## config.mk

```make
export PLATFORM = sky130hd
export DESIGN_NAME = jk_bank_sequencer
export DESIGN_NICKNAME = d
export VERILOG_FILES = /design/src/rtl/jk_bank_sequencer.sv
export SDC_FILE = /design/constraint.sdc
export NUM_CORES = 1
export LEC_CHECK = 0
export BUFFER_PORTS_ARGS = -buffer_cell sky130_fd_sc_hd__buf_4
export CAP_MARGIN = 20
export CORE_MARGIN = 3
export CORE_UTILIZATION = 35
export DETAILED_ROUTE_END_ITERATION = 8
export PLACE_DENSITY = 0.57
export SYNTH_ARGS = -nofsm -noshare
export SYNTH_HDL_FRONTEND = slang
export SYNTH_SLANG_ARGS = --single-unit
```

## constraint.sdc

```tcl
create_clock -name clk -period 4.3 [get_ports clk]
set_input_delay 0.43 -clock clk [delete_from_list [all_inputs] [get_ports clk]]
set_output_delay 0.43 -clock clk [all_outputs]
set_load 0.03 [all_outputs]
```

## src/rtl/jk_bank_sequencer.sv

```systemverilog
// Sequences one SET/TOGGLE/CLEAR/HOLD command into J/K excitation for a JK bank, checks Q, retries with forcing drive.
// Latency 3 cycles accept-to-done (+2 per retry); in_ready only in IDLE, so commands stall while busy.
module jk_bank_sequencer #(
    parameter int N         = 4,
    parameter int MAX_RETRY = 2
) (
    input  logic         clk,
    input  logic         rst,
    input  logic         in_valid,
    output logic         in_ready,
    input  logic [1:0]   in_op,
    input  logic [N-1:0] in_target,
    input  logic [N-1:0] q_fb,
    output logic [N-1:0] j,
    output logic [N-1:0] k,
    output logic         ff_rst,
    output logic         busy,
    output logic         done,
    output logic         err,
    output logic [N-1:0] result
);

    localparam int RW = (MAX_RETRY > 0) ? $clog2(MAX_RETRY + 1) : 1;

    localparam logic [1:0] OP_SET    = 2'b00;
    localparam logic [1:0] OP_TOGGLE = 2'b01;
    localparam logic [1:0] OP_CLEAR  = 2'b10;

    typedef enum logic [1:0] {INIT, IDLE, DRIVE, CHECK} state_t;

    state_t          state, state_d;
    logic [N-1:0]    exp_q, exp_d;
    logic [RW-1:0]   retry_cnt, retry_d;
    logic [N-1:0]    j_d, k_d, result_d;
    logic            ff_rst_d, done_d, err_d;

    assign in_ready = (state == IDLE);
    assign busy     = (state != IDLE);

    always_comb begin
        state_d  = state;
        exp_d    = exp_q;
        retry_d  = retry_cnt;
        j_d      = '0;
        k_d      = '0;
        ff_rst_d = 1'b0;
        done_d   = 1'b0;
        err_d    = 1'b0;
        result_d = result;
        case (state)
            INIT: begin
                // ff_rst is held for one cycle, then the bank is known zero
                if (ff_rst) state_d = IDLE;
                else        ff_rst_d = 1'b1;
            end
            IDLE: begin
                if (in_valid) begin
                    state_d = DRIVE;
                    retry_d = '0;
                    case (in_op)
                        OP_SET: begin
                            exp_d = in_target;
                            j_d   = in_target;
                            k_d   = ~in_target;
                        end
                        OP_TOGGLE: begin
                            exp_d = q_fb ^ in_target;
                            j_d   = in_target;
                            k_d   = in_target;
                        end
                        OP_CLEAR: begin
                            exp_d = '0;
                            k_d   = '1;
                        end
                        default: exp_d = q_fb;
                    endcase
                end
            end
            DRIVE: state_d = CHECK;
            CHECK: begin
                if (q_fb == exp_q) begin
                    result_d = q_fb;
                    done_d   = 1'b1;
                    state_d  = IDLE;
                end else if (retry_cnt < RW'(MAX_RETRY)) begin
                    // retries always force the expected value regardless of op
                    retry_d = retry_cnt + 1'b1;
                    j_d     = exp_q;
                    k_d     = ~exp_q;
                    state_d = DRIVE;
                end else begin
                    result_d = q_fb;
                    done_d   = 1'b1;
                    err_d    = 1'b1;
                    state_d  = IDLE;
                end
            end
            default: state_d = INIT;
        endcase
    end

    always_ff @(posedge clk or negedge rst) begin
        if (!rst) begin
            state     <= INIT;
            exp_q     <= '0;
            retry_cnt <= '0;
            j         <= '0;
            k         <= '0;
            ff_rst    <= 1'b0;
            done      <= 1'b0;
            err       <= 1'b0;
            result    <= '0;
        end else begin
            state     <= state_d;
            exp_q     <= exp_d;
            retry_cnt <= retry_d;
            j         <= j_d;
            k         <= k_d;
            ff_rst    <= ff_rst_d;
            done      <= done_d;
            err       <= err_d;
            result    <= result_d;
        end
    end

endmodule

```

==> flow_summary.json <==
{
  "status": "completed",
  "hold_class": "input port to flip-flop",
  "p_leak_nw": 0.613,
  "path_buf_inv": 2,
  "seqPwrFrac_pct": 40.3,
  "startpoint_type": "flip-flop",
  "cp_max_fo": 9,
  "finalMaxSlewViolations": 0,
  "grt.total_usage_pct": 13.9,
  "setup_violations": 0,
  "fin_crit_ns": 1.71,
  "core_mm2": 0.00278,
  "worst_pin_slew_ns": 0.431,
  "num_rows": 19,
  "netlist_area_mm2": 0.00103,
  "grt_start_max_net_pins": 24,
  "synth_cell_types": 24,
  "vias_per_cell": 4.99,
  "yosysWarnings": 0,
  "fin_nets": 134,
  "start_util_pct": 37.0,
  "max_slew_margin_pct": 71.2,
  "place_inst": 146,
  "drive_gt1_share_pct": 34.2,
  "die_y_um": 60.2,
  "holdWs_ns": 0.350,
  "setup_ws_ns": 2.59,
  "dp_hpwl_mm": 1.65,
  "wire_per_inst_um": 14.2,
  "crit_family": "flip-flops",
  "clock.fmax_ghz": 0.585,
  "antenna_found_initial": 0,
  "die_area_mm2": 0.00363,
  "cp-end-kind": "output pin",
  "r2r_start": "exp_q[3]",
  "portBuffers": 29,
  "max_stage_delay_ns": 0.49,
  "cts_root_buffer": "clkbuf_4",
  "ios": 30,
  "ir_worst_vdd_uv": 411,
  "clkTransAtPathRegs_ns": 0.12,
  "clock_sinks": 23,
  "vias": 753,
  "fillers": 264,
  "overflow": 0,
  "p_sw_mw": 0.423,
  "crit_type": "flip-flop to output pin",
  "tritoncts": "yes",
  "cap_violations": 0,
  "drt_iter0_drc": 20,
  "path_cells": "nand2b_1, inv_1, buf_4",
  "power_mw": 0.967,
  "fin_setup_tns_ns": 0,
  "cts_buffers": 3,
  "synth_cells": 90,
  "synth_area_per_cell_um2": 11.4,
  "fin_skew_ns": 0.00149,
  "p_int_mw": 0.545,
  "arrival_ns": 1.28,
  "die_w_um": 60.2,
  "r2r_slack_ns": 2.70,
  "finalCritPeriodShare_pct": 39.7,
  "grt_pass1_wl_mm": 3.67,
  "firstDrtPassIters": 4,
  "worstSetupStartpoint": "state[1]",
  "yosysSeqAreaShare_pct": 56.0,
  "worstSkewPairLatency_ns": 0.30,
  "synth_nets": 103,
  "final_cells": 151,
  "dpl_cell_area_mm2": 0.00127,
  "gp_congestion": 0.724,
  "h-tree-depth": 1,
  "fin_util_pct": 46.9,
  "layout_commonest_cell": "buf_4",
  "pwr-share-comb_pct": 49.7,
  "drt_wl_total_mm": 2.15,
  "grt_pass1_vias": 741,
  "p_per_area_mw_per_mm2": 742,
  "layout_common_cells": "buf_4, dfrtp_1, xnor2_1, nand2_1",
  "syn2layout_area_growth_pct": 26.8,
  "ys_seq_elements": 23,
  "hold_viol_final": 0,
  "min_from": "in_target[0]",
  "place_ws_ns": 2.59,
  "slowest_stage": "dfrtp_1",
  "drt.antenna.violating_nets": 0,
  "rsz0062_at_grt": "no",
  "final_area_mm2": 0.00130,
  "swShare_pct": 43.7,
  "required_ns": 3.87,
  "cts_resized": 0,
  "p_clk_share_pct": 10.0,
  "diodes": 0,
  "drc": 0,
  "clockBufferDepth": 2
}
[cells in the mapped netlist, drive strengths merged]
library cell	n	area, um2
nor3b	1	7.51
mux2i	2	20.0
xnor2	12	105
dfrtp	23	576
nand2b	5	31.3
a22o	3	27.5
clkbuf	1	3.75
a21oi	1	5.00
mux2	4	45.0
and4	1	8.76
a41oi	1	16.3
nand3	1	5.00
o2bb2ai	1	8.76
inv	2	7.51
o22ai	4	25.0
nand4	2	12.5
and3	1	11.3
nor3	1	5.00
o21ai	5	25.0
nor2	4	22.5
buf	3	15.0
nand2	12	45.0
[timing repair]
action	4_1_cts	5_1_grt
hold buffers	1	0
buffers inserted	0	0
hold endpoints to repair	23	0
[metal layers]
layer	wire (um)	global-route usage [%]	up-vias
met1	926	18.7	367
met5	0	0	-
li1	-	-	371
met4	16	5.70	0
met2	1110	21.3	13
met3	92	3.24	2
[state kept, by name (all words and copies together), names as in the netlist]
signal and cells:
done 1, err 1, exp_q 4, ff_rst 1, j 4, k 4, result 4, retry_cnt 2
state 2
[path summary, 6_finish.rpt]
kind / end / cells after the start
setup / recovery: in_ready / 3
min in group asynchronous: j[3] / 2
hold / removal: j[0] / 2
max in group asynchronous: state[0] / 2
hold reg to reg: ff_rst / 1
setup reg to reg: result[1] / 4
[worst reg2reg max path, delay by kind of cell (launching register included)]
family	cells	cell delay [ns]
DFF	1	0.46
muxes	1	0.35
xor gates and xnor gates	1	0.26
and+or+nand+nor	1	0.22
AOI/OAI and AO/OA	1	0.21
[power by group through the flow]
stage / combinational [mW] / clock [mW] / sequential (mW)
4_1_cts: 0.488 / 0.105 / 0.389
2_1_floorplan: 0.239 / 0 / 0.473
6_report: 0.481 / 0.0971 / 0.389
5_1_grt: 0.521 / 0.114 / 0.402
3_5_place_dp: 0.486 / 0 / 0.394
3_3_place_gp: 0.480 / 0 / 0.389
[final cells by class]
cell class                      instances  area, um2  area share (%)
Sequential cell                        23        576            44.1
Multi-Input combinational cell         61        427            32.7
Timing Repair Buffer                   30        228            17.5
Tap cell                               31       38.8            2.98
Clock buffer                            3       22.5            1.73
Inverter                                2       7.51           0.576
Clock inverter                          1       5.00           0.384
[cell families (layout without fill, tap and decap cells)]
logic type	after synthesis	after routing	share of synthesized area (%)
mux	6	6	6.33
buf+inv	6	36	2.55
xor+xnor	12	12	10.2
flops	23	23	56.0
compound gates	15	15	10.5
simple gates	28	28	14.5
Note: power is estimated with default switching activity, not from simulation.
